## src/rtl/multi_cycle_ctrl.sv

```systemverilog
// Multi-cycle processor main control FSM: Moore strobe decode plus retired-instruction counter.
// Define MULTI_CYCLE_CTRL_WAIT_EN to stall FETCH/MEMREAD/MEMWRITE on mem_ready.
module multi_cycle_ctrl (
    input  logic        clk,
    input  logic        reset,
    input  logic [1:0]  Op,
    input  logic [5:0]  Funct,
    input  logic        mem_ready,
    output logic        IRWrite,
    output logic        NextPC,
    output logic        RegW,
    output logic        MemW,
    output logic        Branch,
    output logic        AdrSrc,
    output logic        ALUOp,
    output logic [1:0]  ResultSrc,
    output logic [1:0]  ALUSrcA,
    output logic [1:0]  ALUSrcB,
    output logic [3:0]  state,
    output logic [15:0] instr_count
);

    typedef enum logic [3:0] {
        S_FETCH    = 4'd0,
        S_DECODE   = 4'd1,
        S_MEMADR   = 4'd2,
        S_MEMREAD  = 4'd3,
        S_MEMWB    = 4'd4,
        S_MEMWRITE = 4'd5,
        S_EXECUTER = 4'd6,
        S_EXECUTEI = 4'd7,
        S_ALUWB    = 4'd8,
        S_BRANCH   = 4'd9
    } state_t;

    state_t      state_q, state_d;
    logic [15:0] instr_count_q, instr_count_d;
    logic        retire;
    logic        mem_go;
    logic        unused_bits;

`ifdef MULTI_CYCLE_CTRL_WAIT_EN
    assign mem_go      = mem_ready;
    assign unused_bits = ^Funct[4:1];
`else
    // Without wait states the memory is assumed single-cycle.
    assign mem_go      = 1'b1;
    assign unused_bits = ^{Funct[4:1], mem_ready};
`endif

    always_ff @(posedge clk or negedge reset) begin
        if (!reset) begin
            state_q       <= S_FETCH;
            instr_count_q <= 16'd0;
        end else begin
            state_q       <= state_d;
            instr_count_q <= instr_count_d;
        end
    end

    always_comb begin
        state_d = state_q;
        retire  = 1'b0;
        case (state_q)
            S_FETCH:    if (mem_go) state_d = S_DECODE;
            S_DECODE: begin
                case (Op)
                    2'b00:   state_d = Funct[5] ? S_EXECUTEI : S_EXECUTER;
                    2'b01:   state_d = S_MEMADR;
                    2'b10:   state_d = S_BRANCH;
                    default: begin
                        // Undefined op retires as a NOP.
                        state_d = S_FETCH;
                        retire  = 1'b1;
                    end
                endcase
            end
            S_MEMADR:   state_d = Funct[0] ? S_MEMREAD : S_MEMWRITE;
            S_MEMREAD:  if (mem_go) state_d = S_MEMWB;
            S_MEMWRITE: begin
                if (mem_go) begin
                    state_d = S_FETCH;
                    retire  = 1'b1;
                end
            end
            S_EXECUTER, S_EXECUTEI: state_d = S_ALUWB;
            S_MEMWB, S_ALUWB, S_BRANCH: begin
                state_d = S_FETCH;
                retire  = 1'b1;
            end
            // Illegal codes recover silently without counting.
            default:    state_d = S_FETCH;
        endcase
        instr_count_d = retire ? instr_count_q + 16'd1 : instr_count_q;
    end

    always_comb begin
        IRWrite   = 1'b0;
        NextPC    = 1'b0;
        RegW      = 1'b0;
        MemW      = 1'b0;
        Branch    = 1'b0;
        AdrSrc    = 1'b0;
        ALUOp     = 1'b0;
        ResultSrc = 2'b00;
        ALUSrcA   = 2'b00;
        ALUSrcB   = 2'b00;
        case (state_q)
            S_FETCH: begin
                IRWrite   = mem_go;
                NextPC    = mem_go;
                ALUSrcA   = 2'b01;
                ALUSrcB   = 2'b10;
                ResultSrc = 2'b10;
            end
            S_DECODE: begin
                ALUSrcA   = 2'b01;
                ALUSrcB   = 2'b10;
                ResultSrc = 2'b10;
            end
            S_MEMADR:   ALUSrcB = 2'b01;
            S_MEMREAD:  AdrSrc  = 1'b1;
            S_MEMWB: begin
                ResultSrc = 2'b01;
                RegW      = 1'b1;
            end
            S_MEMWRITE: begin
                AdrSrc = 1'b1;
                MemW   = 1'b1;
            end
            S_EXECUTER: ALUOp = 1'b1;
            S_EXECUTEI: begin
                ALUSrcB = 2'b01;
                ALUOp   = 1'b1;
            end
            S_ALUWB:    RegW = 1'b1;
            S_BRANCH: begin
                ALUSrcB   = 2'b01;
                ResultSrc = 2'b10;
                Branch    = 1'b1;
            end
            default: ;
        endcase
    end

    assign state       = state_q;
    assign instr_count = instr_count_q;

endmodule

```

## config.mk

```make
export PLATFORM = sky130hd
export DESIGN_NAME = multi_cycle_ctrl
export DESIGN_NICKNAME = d
export VERILOG_FILES = /design/src/rtl/multi_cycle_ctrl.sv
export SDC_FILE = /design/constraint.sdc
export NUM_CORES = 1
export LEC_CHECK = 0
export ABC_AREA = 1
export ABC_CLOCK_PERIOD_IN_PS = 1300
export CAP_MARGIN = 20
export CORE_UTILIZATION = 40
export CTS_CLUSTER_SIZE = 30
export DETAILED_ROUTE_END_ITERATION = 10
export GPL_TIMING_DRIVEN = 1
export HOLD_SLACK_MARGIN = 0.03
export PLACE_DENSITY = 0.72
export SLEW_MARGIN = 10
export SYNTH_ARGS = -nofsm -noshare
export SYNTH_HDL_FRONTEND = slang
export SYNTH_SLANG_ARGS = --single-unit
```

## constraint.sdc

```tcl
create_clock -name clk -period 1.3 [get_ports clk]
set_input_delay 0.195 -clock clk [delete_from_list [all_inputs] [get_ports clk]]
set_output_delay 0.195 -clock clk [all_outputs]
set_load 0.02 [all_outputs]
```

==> flow_results.org <==
** Outcome
- The flow ran to the end, but the final reports show violations.
- The checks that failed: DRC, setup timing.

** Timing
- The final critical path takes up 125% of the cycle.
- Hold timing on the final database bottoms out at a slack of 0.232 ns.
- Upper clock frequency limit :: 616 MHz
- Setup repair after global routing could not meet its margin everywhere.
- Subtracting the final worst setup slack from the clock period gives 1.62 ns.
- Clock tree skew after final layout :: 0.00267 ns
- Setup slack of the critical path after layout :: -0.322 ns
- Pins over their slew limit :: 0
- Post-route setup TNS :: -5.13 ns
- The hold violation total from the final report was 0.
- Setup violations remaining at the end of the flow were counted as 30.

** Setup path
- STA classifies the critical path endpoint as a primary output.
- The critical path is of the reg2out type.
- Critical Path AT :: 1.43 ns
- Critical path launch point type :: flip-flop
- Maximum fanout encountered on the critical timing path :: 6
- Required time of the critical path :: about 1.1 ns

** Floorplan
- The floorplan step set the die height to 57.1 um.
- Total core area :: 2830 um^2
- Initial core utilization :: 43.0%
- In this run the core area contains 19 standard-cell rows.
- Die outline area :: 3260 um^2
- I/O pins :: 44
- Chip width :: 57.1 um

** Place
- Global placement routability congestion :: a little over 0.9
- After detailed placement, the total cell area comes to between 1500 and 2000 um^2.
- Port buffering added 37 buffers.
- Once detailed placement completed, the half-perimeter wirelength came to 2500 um.
- Counting tap cells, the placed design contains a total of 247 instances.
- Before CTS, the worst setup slack after placement is -0.443 ns.

** Cells and area
- Final nets :: 236
- Most common cell after layout, fill and taps aside :: nand2_1
- Of the cells placed in the final design, the portion with a size suffix greater than 1 is slightly below 50%.
- The area growth from synthesis to layout is 70.6%.
- Post-route design area :: 2070 um^2
- The top cell types in the final layout, fill and taps aside, are 32 x nand2_1, 29 x buf_4, 15 x inv_1.
- 0 antenna diodes ended up in the layout.
- Final cell count without fillers :: 254

** Clock tree
- Clock-pin slew was measured on the worst setup and hold paths at around 0.12 ns.
- Hold-fix buffer count after cts :: 0
- Clock tree synthesis found a total of 20 sinks.
- Counting the buffers created by CTS gives 3.
- For the worst-skew pair, the clock arrives at the later sink with an insertion delay of 0.30 ns.
- Counting along the longest clock path gives a buffer depth of 2.
- TritonCTS built the clock tree.
- Root buffer selected by CTS :: clkbuf_4
- H-tree depth reported by CTS :: 1

** Synth
- Synthesis inferred 20 register bits.
- Synthesis produced a netlist whose cell count is 154.
- Each instance of the synthesized netlist takes up on average 7.90 um^2.
- After synthesis, the largest family of logic cells by area is simple AND/OR/NAND/NOR gates.
- Number of distinct library cells after synthesis :: 24
- The synthesized netlist devotes 11.6% of its cell area to XOR and XNOR gates.
- Mux share of post-synthesis cell area :: 0%
- The synthesized design spends more area on one cell type than any other, namely dfrtp_1.
- Of the total synthesized cell area, the portion taken by AND, OR, NAND and NOR gates is 30.3%.
- Netlist Area Pre-Place :: 1220 um^2
- Total number of yosys warnings :: 0
- Synth Area in Compound Gates :: ~6.0%
- Post-synthesis share of cell area spent on full adders, half adders and majority gates :: 1.03%
- Dominant cells by area after synthesis :: dfrtp_1 41%, nand2_1 12%, xnor2_2 8.0%
- Mapped Nets :: 166
- Post-synth top area share :: between 40% and 50%
- The share of the Yosys chip area taken by registers is 41.2%.

** Power
- Net switching share of the total power :: between 40% and 50%
- Static leakage :: 1.04 nW
- Summed over all nets, the switching power comes to between 2 and 2.5 mW.
- IR analysis of the VDD net gives a maximum drop of 2070 uV.
- Reg power frac :: between 20% and 30%
- Part of the power in combinational logic :: 72.1%
- The internal power of the cells totals 2.47 mW.
- The clock network accounts for 6.9% of the total power.
- Dividing total power by cell area gives a power density of 2250 nW/um^2.

** GRT
- For met3 alone, demand over resource in global routing was 2.49%.
- Number of antenna violations at the first check in global routing :: 0
- Entering global routing, the biggest net connects 21 pins.
- Wire length of the first global-routing pass :: around 5400 um
- For met1 alone, demand over resource in global routing was 24.2%.
- Gr busiest metal :: met2
- Global-route track usage on met2 :: between 40 and 50%
- Summed over all layers, the global routing overflow is 0.
- Global routing usage summed across all routing layers :: 21.4%
- Number of global-route vias before repair :: roughly 1,200

** Route
- Once detail routing completed, the nets flagged for antenna violations numbered 0.
- The detailed router placed 1,256 vias in this run.
- Sum of routed wire length over all layers :: around 3700 um
- Using the TritonRoute via totals, the vias-per-cell ratio works out to a little under 5.
- Dividing the detail-routed wire length by the instance count gives 14.4 um.
- In the routed design, unresolved DRC markers number 6.
- Detailed Route Iter0 Violations :: 39
- For this run, the detailed router's first-pass iteration total came to 8.

** Worst hold path
- Worst min-delay path class :: in2async

** Run
- Max capacitance violation total :: 0
==> final timing paths <==
path	from	endpoint	slack [ns]	cells past startpoint
worst max-delay path	state[2]	ALUSrcB[0]	-0.32	4
worst min-delay path	reset	instr_count[4]	0.23	2
worst max register to register	state[1]	instr_count[8]	-0.21	9
worst min register to register	instr_count[15]	instr_count[15]	0.52	2
max in group asynchronous	reset	state[1]	0.83	2
min in group clk	instr_count[15]	instr_count[15]	0.52	2
==> sequential cells by signal (all words and copies together), names as in the netlist <==
name         count
instr_count     16
state            4
==> per-layer routing <==
| layer | share of wire, % | vias up |
|---|---|---|
| li1 | - | 610 |
| met1 | 41 | 597 |
| met2 | 53 | 41 |
| met3 | 4.3 | 8 |
| met4 | 2.1 | 0 |
| met5 | 0 | - |
==> power by group through the flow <==
stage | Clock (mW) | Sequential [mW] | Combinational [mW]
6_report | 0.321 | 0.985 | 3.37
5_1_grt | 0.350 | 1.01 | 3.56
4_1_cts | 0.329 | 0.973 | 2.95
3_5_place_dp | 0 | 0.983 | 2.91
3_3_place_gp | 0 | 0.972 | 2.84
2_1_floorplan | 0 | 1.19 | 1.32
==> critical path, cell delays in order, from the launching register on <==
cell and delay [ns]:
dfrtp_2 0.41, buf_4 0.15, nand2_8 0.08, o311ai_2 0.27, buf_4 0.21
==> synthesized netlist by cell type <==
cell      number
inv_1         19
nand3_1        5
dfrtp_1       20
inv_2          3
nor3_1         1
a21oi_1        1
o21ai_0        5
o311ai_0       1
ha_1           1
conb_1         1
xnor2_2        6
buf_4          3
nand2_1       40
xor2_1         5
nor2_1        19
nor2_4         1
o22ai_1        2
o21ai_1        1
nand2_2       12
nor2_2         2
nand4_1        3
a31o_2         1
buf_6          1
o31ai_1        1
==> layout make-up <==
type / instances / area (um^2)
Fill cell: 197 / 754
Tap cell: 31 / 38.8
Multi-Input combinational cell: 108 / 776
Clock buffer: 4 / 26.3
Inverter: 22 / 95.1
Timing Repair Buffer: 69 / 631
Sequential cell: 20 / 508
==> cell families after synthesis <==
group / Yosys count
adder cells (fa/ha/maj): 1
flip-flops: 20
XOR/XNOR: 11
buffers and inverters: 26
AO/OA/AOI/OAI: 12
AND/OR/NAND/NOR: 83
other: 1
==> stage by stage <==
stage	utilization (%)	total power, mW
3_5_place_dp	68.1	3.89
6_report	73.3	4.68
3_3_place_gp	68.1	3.81
2_1_floorplan	-	2.51
4_1_cts	69.3	4.25
5_1_grt	73.3	4.92
==> repair_timing <==
| action | in CTS | in global routing |
|---|---|---|
| resized for setup | 113 | 26 |
| endpoints found under the hold margin | 0 | 0 |
| setup endpoints to repair | 49 | 35 |
| pin swaps | 1 | 6 |
| setup buffers | 1 | 1 |
| cloned | 0 | 1 |
No activity file was read; power rests on OpenSTA's default activity.
